==> src/rtl/booth_mult8_sequencer_if.sv <==
// Request/result handshake bundle between a client and booth_mult8_sequencer.
// The client holds the master modport; the sequencer holds the slave modport.
interface booth_mult8_sequencer_if #(
    parameter int WIDTH = 8,
    parameter int TAG_W = 4
);
    logic                 in_valid;
    logic                 in_ready;
    logic [WIDTH-1:0]     in_a;
    logic [WIDTH-1:0]     in_b;
    logic [1:0]           in_sign_mode;
    logic [TAG_W-1:0]     in_tag;
    logic                 out_valid;
    logic                 out_ready;
    logic [2*WIDTH-1:0]   out_product;
    logic [TAG_W-1:0]     out_tag;

    modport master (
        output in_valid, in_a, in_b, in_sign_mode, in_tag, out_ready,
        input  in_ready, out_valid, out_product, out_tag
    );

    modport slave (
        input  in_valid, in_a, in_b, in_sign_mode, in_tag, out_ready,
        output in_ready, out_valid, out_product, out_tag
    );
endinterface

==> src/rtl/booth_mult8_sequencer.sv <==
// Issue stage for booth_mult8_core: launches one multiply at a time, collects the
// tagged product into a small result FIFO and abandons ops whose core never answers.
module booth_mult8_sequencer #(
    parameter int WIDTH     = 8,
    parameter int TAG_W     = 4,
    parameter int RES_DEPTH = 2,
    parameter int TIMEOUT   = 15
) (
    input  logic                  clk,
    input  logic                  rst,
    booth_mult8_sequencer_if.slave bus,
    output logic                  core_start,
    output logic [WIDTH-1:0]      core_multiplicand,
    output logic [WIDTH-1:0]      core_multiplier,
    output logic [1:0]            core_sign_mode,
    input  logic [2*WIDTH-1:0]    core_product,
    input  logic                  core_done,
    output logic                  busy,
    output logic                  err,
    input  logic                  err_clr
);
    localparam int PTR_W = $clog2(RES_DEPTH);
    localparam int CNT_W = PTR_W + 1;
    localparam int TO_W  = $clog2(TIMEOUT + 1);

    typedef enum logic [1:0] {
        S_IDLE,
        S_ISSUE,
        S_WAIT
    } state_t;

    state_t              state;
    logic [TAG_W-1:0]    tag_q;
    logic [TO_W-1:0]     wait_cnt;

    logic [2*WIDTH-1:0]  prod_mem [RES_DEPTH];
    logic [TAG_W-1:0]    tag_mem  [RES_DEPTH];
    logic [PTR_W-1:0]    wr_ptr;
    logic [PTR_W-1:0]    rd_ptr;
    logic [CNT_W-1:0]    fifo_count;

    logic                accept;
    logic                push;
    logic                pop;

    // Only one op is ever outstanding, so a free FIFO slot at accept time
    // guarantees room for its result.
    assign bus.in_ready  = (state == S_IDLE) && (fifo_count < CNT_W'(RES_DEPTH)) && !rst;
    assign accept        = bus.in_valid && bus.in_ready;
    assign push          = (state == S_WAIT) && core_done;
    assign bus.out_valid = (fifo_count != '0);
    assign pop           = bus.out_valid && bus.out_ready;
    assign bus.out_product = prod_mem[rd_ptr];
    assign bus.out_tag     = tag_mem[rd_ptr];

    always_ff @(posedge clk) begin
        if (rst) begin
            state             <= S_IDLE;
            core_start        <= 1'b0;
            core_multiplicand <= '0;
            core_multiplier   <= '0;
            core_sign_mode    <= '0;
            tag_q             <= '0;
            wait_cnt          <= '0;
            busy              <= 1'b0;
            err               <= 1'b0;
        end else begin
            if (err_clr)
                err <= 1'b0;
            case (state)
                S_IDLE: begin
                    if (accept) begin
                        core_multiplicand <= bus.in_a;
                        core_multiplier   <= bus.in_b;
                        core_sign_mode    <= bus.in_sign_mode;
                        tag_q             <= bus.in_tag;
                        core_start        <= 1'b1;
                        wait_cnt          <= '0;
                        busy              <= 1'b1;
                        state             <= S_ISSUE;
                    end
                end
                S_ISSUE: begin
                    core_start <= 1'b0;
                    state      <= S_WAIT;
                end
                S_WAIT: begin
                    // A completion on the last allowed cycle still counts as success.
                    if (core_done) begin
                        busy  <= 1'b0;
                        state <= S_IDLE;
                    end else if (wait_cnt == TO_W'(TIMEOUT - 1)) begin
                        err   <= 1'b1;
                        busy  <= 1'b0;
                        state <= S_IDLE;
                    end else begin
                        wait_cnt <= wait_cnt + TO_W'(1);
                    end
                end
                default: begin
                    core_start <= 1'b0;
                    busy       <= 1'b0;
                    state      <= S_IDLE;
                end
            endcase
        end
    end

    always_ff @(posedge clk) begin
        if (push) begin
            prod_mem[wr_ptr] <= core_product;
            tag_mem[wr_ptr]  <= tag_q;
        end
    end

    always_ff @(posedge clk) begin
        if (rst) begin
            wr_ptr     <= '0;
            rd_ptr     <= '0;
            fifo_count <= '0;
        end else begin
            if (push)
                wr_ptr <= wr_ptr + PTR_W'(1);
            if (pop)
                rd_ptr <= rd_ptr + PTR_W'(1);
            case ({push, pop})
                2'b10:   fifo_count <= fifo_count + CNT_W'(1);
                2'b01:   fifo_count <= fifo_count - CNT_W'(1);
                default: fifo_count <= fifo_count;
            endcase
        end
    end
endmodule

==> src/flat_wrapper.sv <==
// flat-port wrapper written by rule: the top's interface ports become plain ports
module booth_mult8_sequencer_flat 
#(
    parameter int WIDTH     = 8,
    parameter int TAG_W     = 4,
    parameter int RES_DEPTH = 2,
    parameter int TIMEOUT   = 15
)
  (clk, rst, core_start, core_multiplicand, core_multiplier, core_sign_mode, core_product, core_done, busy, err, err_clr, bus_in_valid, bus_in_a, bus_in_b, bus_in_sign_mode, bus_in_tag, bus_out_ready, bus_in_ready, bus_out_valid, bus_out_product, bus_out_tag);
  booth_mult8_sequencer_if #(.WIDTH(WIDTH), .TAG_W(TAG_W)) bus_i ();
  input  logic clk;
  input  logic rst;
  output logic core_start;
  output logic [WIDTH-1:0] core_multiplicand;
  output logic [WIDTH-1:0] core_multiplier;
  output logic [1:0] core_sign_mode;
  input  logic [2*WIDTH-1:0] core_product;
  input  logic core_done;
  output logic busy;
  output logic err;
  input  logic err_clr;
  input wire logic [$bits(bus_i.in_valid)-1:0] bus_in_valid;
  input wire logic [$bits(bus_i.in_a)-1:0] bus_in_a;
  input wire logic [$bits(bus_i.in_b)-1:0] bus_in_b;
  input wire logic [$bits(bus_i.in_sign_mode)-1:0] bus_in_sign_mode;
  input wire logic [$bits(bus_i.in_tag)-1:0] bus_in_tag;
  input wire logic [$bits(bus_i.out_ready)-1:0] bus_out_ready;
  output wire logic [$bits(bus_i.in_ready)-1:0] bus_in_ready;
  output wire logic [$bits(bus_i.out_valid)-1:0] bus_out_valid;
  output wire logic [$bits(bus_i.out_product)-1:0] bus_out_product;
  output wire logic [$bits(bus_i.out_tag)-1:0] bus_out_tag;
  assign bus_i.in_valid = bus_in_valid;
  assign bus_i.in_a = bus_in_a;
  assign bus_i.in_b = bus_in_b;
  assign bus_i.in_sign_mode = bus_in_sign_mode;
  assign bus_i.in_tag = bus_in_tag;
  assign bus_i.out_ready = bus_out_ready;
  assign bus_in_ready = bus_i.in_ready;
  assign bus_out_valid = bus_i.out_valid;
  assign bus_out_product = bus_i.out_product;
  assign bus_out_tag = bus_i.out_tag;
  booth_mult8_sequencer #(.WIDTH(WIDTH), .TAG_W(TAG_W), .RES_DEPTH(RES_DEPTH), .TIMEOUT(TIMEOUT)) u_core (.clk(clk), .rst(rst), .bus(bus_i), .core_start(core_start), .core_multiplicand(core_multiplicand), .core_multiplier(core_multiplier), .core_sign_mode(core_sign_mode), .core_product(core_product), .core_done(core_done), .busy(busy), .err(err), .err_clr(err_clr));
endmodule
==> config.mk <==
export PLATFORM = sky130hd
export DESIGN_NAME = booth_mult8_sequencer_flat
export DESIGN_NICKNAME = d
export VERILOG_FILES = /design/src/rtl/booth_mult8_sequencer_if.sv /design/src/rtl/booth_mult8_sequencer.sv /design/src/flat_wrapper.sv
export SDC_FILE = /design/constraint.sdc
export NUM_CORES = 1
export LEC_CHECK = 0
export BUFFER_PORTS_ARGS = -buffer_cell sky130_fd_sc_hd__clkbuf_2
export CORE_ASPECT_RATIO = 1.5
export CORE_MARGIN = 10
export CORE_UTILIZATION = 55
export DETAILED_ROUTE_END_ITERATION = 12
export GPL_ROUTABILITY_DRIVEN = 1
export HOLD_SLACK_MARGIN = 0.06
export PLACE_DENSITY = 0.94
export SLEW_MARGIN = 30
export SYNTH_ARGS = -nofsm -noshare
export SYNTH_HDL_FRONTEND = slang
export SYNTH_SLANG_ARGS = --single-unit
==> constraint.sdc <==
create_clock -name clk -period 3.4 [get_ports clk]
set_input_delay 0.34 -clock clk [delete_from_list [all_inputs] [get_ports clk]]
set_output_delay 0.34 -clock clk [all_outputs]
set_load 0.02 [all_outputs]
==> impl_results.md <==
- Outcome: complete, no violations
- CTS tree: built
- Wire per inst: 16.8 microns
- WP data required: between 3000 and 4000 ps
- Reg area: 1920 sq um
- Share of cells above drive strength 1: 40.6%
- Initial Util: 56.5%
- Yosys top cell area share: 41.1%
- Core region area: 5160 sq um
- Register area share after synthesis: about 66%
- Reg clk slew, reported paths: approximately 70 ps
- Vias per cell: 5.37
- Inst Count DP: ~370
- Final HPWL DP: 4800 microns
- Maxcap violations: 0
- Post-place setup slack: between 1500 and 2000 ps
- Largest net degree at the start of global routing: 38
- Drt drc: 0
- Clk Latency, worst-skew pair: 330 ps
- Antenna-violating nets left: 0
- CTS resizes: 0
- Final core occ: between 60 and 70%
- Final-report hold violation count: 0
- Min Clock Period, post-route: 2170 ps
- Static leakage: around 1.4 nW
- Worst min-delay path category: in2reg
- Cell row count: 32
- Yosys warnings: 0
- Area leader, netlist: edfxtp_1
- Syn Inst Count: between 200 and 250
- Pwr per Cell Area: 518 nW/um^2
- Number of distinct library cells after synthesis: 35
- Hold Buf Count CTS: 0
- Startpoint types: flip-flop
- Final Setup Violations: 0
- CTS H-Tree Depth: 3
- Peak VDD IR: roughly 0.00046 V
- EDFF count, synth: 40
- GPL Wtd Cong: 0.776
- 1st-iter DRT viols: 72
- Fin worst setup slack: approximately 1200 ps
- Placed cell area: 3390 sq um
- Port buffer count: 86
- First-pass GRT wire length: 10500 microns
- Most frequent cell after synthesis: edfxtp_1
- Crit end category: primary output
- Design area: between 3000 and 4000 sq um
- Main synth FF type: edfxtp_1
- Clock Path Buffers: 2
- # fillers: 387
- Via count: 2082
- Sink Count: 76
- Critical path type: reg2out
- Antenna violations before repair: 0
- Worst Max-Slew Pin Slew: 869 ps
- Ant diodes: 0
- Cell Area, Synth: 2920 sq um
- Ys async rst share: 0%
- RSZ-0062 raised after global routing: no
- Clk root buf: clkbuf_8
- Area contributors post-synth: edfxtp_1, dfxtp_1, mux2_2, a21oi_1, nand3_1
- Most frequent cells after synthesis: edfxtp_1, dfxtp_1, a21oi_1
- DRT Pass-1 Iters: 4
- Final TNS setup: 0 ps
- Critical Path AT: 1830 ps
- Final WL: 6540 microns
- Max-slew violation count: 0
- Final nets: 362
- Syn avg cell area: 12.6 sq um
- Setup bufs post-CTS: 0
- Die area: about 8700 sq um
- Die W: approximately 80 microns
- Pwr Total: approximately 1.9 mW
- Clock buffer count from CTS: 9
- Area of the multi-input gates: 923 sq um
- Finished Layout Cells: 388
- Crit Path Max Fanout: 25
- GRT Overall Usage: 15.5%
- Slew Limit Headroom: around two fifths
- Synthesized flop and latch total: 76
- Vias in the first global route: around 2200
- Fmax: 0.461 GHz
- Synthesized net count: between 200 and 300
- Final worst-path cycle share: 63.8%
- Clock Skews: 4.55 ps
- Die Y: 109 microns
- Hold slack: 196 ps
- Area Overhead vs Synth: 22.9%
- Grt total ovfl: 0
- I/O pin count: 87
-- state kept, by name (all words and copies together) (netlist names), named ones only --
| signal | count |
|---|---|
| u_core.core_start | 1 |
| u_core.core_multiplicand | 8 |
| u_core.state | 2 |
| u_core.tag_mem | 8 |
| u_core.busy | 1 |
| u_core.wait_cnt | 4 |
| u_core.wr_ptr | 1 |
| u_core.err | 1 |
| u_core.fifo_count | 2 |
| u_core.rd_ptr | 1 |
| u_core.core_multiplier | 8 |
| u_core.prod_mem | 32 |
| u_core.core_sign_mode | 2 |
| u_core.tag_q | 4 |
-- critical path: stages, from the launching register on --
cell and delay [ps]:
dfxtp_1 360, or4_4 700, clkinv_4 230, clkbuf_2 210
-- power breakdown --
group / switching, mW / internal [mW] / total (mW)
Combinational: 0.117 / 0.0770 / 0.194
Sequential: 0.0207 / 0.991 / 1.01
Clock: 0.298 / 0.354 / 0.652
Total: 0.436 / 1.42 / 1.86
-- cells by family (layout without fill, tap and decap cells) --
| group | Yosys count | count (layout) | share of synthesized area [%] |
|---|---|---|---|
| AO/OA/AOI/OAI | 56 | 56 | 11.0 |
| XOR/XNOR | 4 | 4 | 1.20 |
| adder cells (fa/ha/maj) | 3 | 3 | 1.29 |
| buffers and inverters | 21 | 109 | 3.04 |
| flip-flops | 76 | 76 | 65.8 |
| multiplexers | 22 | 22 | 8.49 |
| AND/OR/NAND/NOR | 50 | 50 | 9.17 |
-- final cells by class --
type                            instances  share of cell area [%]
Inverter                                6                   0.767
Clock buffer                           11                    3.94
Clock inverter                          5                    1.43
Tap cell                               68                    2.37
Sequential cell                        76                    53.6
Timing Repair Buffer                   87                    12.2
Multi-Input combinational cell        135                    25.7
-- layout by cell type (no fill, tap or decap), types with 2 or more instances in the layout --
cell type,n
clkinv_2,2
o21a_1,2
xnor2_1,3
nor2b_1,2
edfxtp_1,40
a32o_1,2
o21ai_0,23
nor4b_1,2
mux2_2,22
clkbuf_2,86
clkbuf_8,10
nand3_1,23
nand2b_1,2
ha_1,3
a21oi_1,25
nor2_4,2
nor2_1,9
dfxtp_1,36
inv_1,5
-- per-layer routing --
| metal | wire length (microns) | vias to the layer above | part of all wire, % | global-route usage, % |
|---|---|---|---|---|
| met5 | 0 | - | 0 | 0 |
| met4 | 112 | 0 | 1.7 | 7.84 |
| met3 | 439 | 10 | 6.7 | 5.27 |
| met2 | 3530 | 61 | 54 | 27.5 |
| met1 | 2460 | 991 | 38 | 15.5 |
| li1 | - | 1020 | - | - |
-- final timing paths --
| path | start | end | slack (ps) | cells past startpoint |
|---|---|---|---|---|
| worst max-delay path | u_core.state[1] | bus_in_ready | 1230 | 3 |
| worst min-delay path | core_product[5] | u_core.prod_mem[1][5] | 200 | 1 |
| worst max register to register | u_core.state[1] | u_core.wait_cnt[3] | 1500 | 4 |
| worst min register to register | u_core.tag_q[0] | u_core.tag_mem[1][0] | 460 | 0 |
Note: power is estimated with default switching activity, not from simulation.
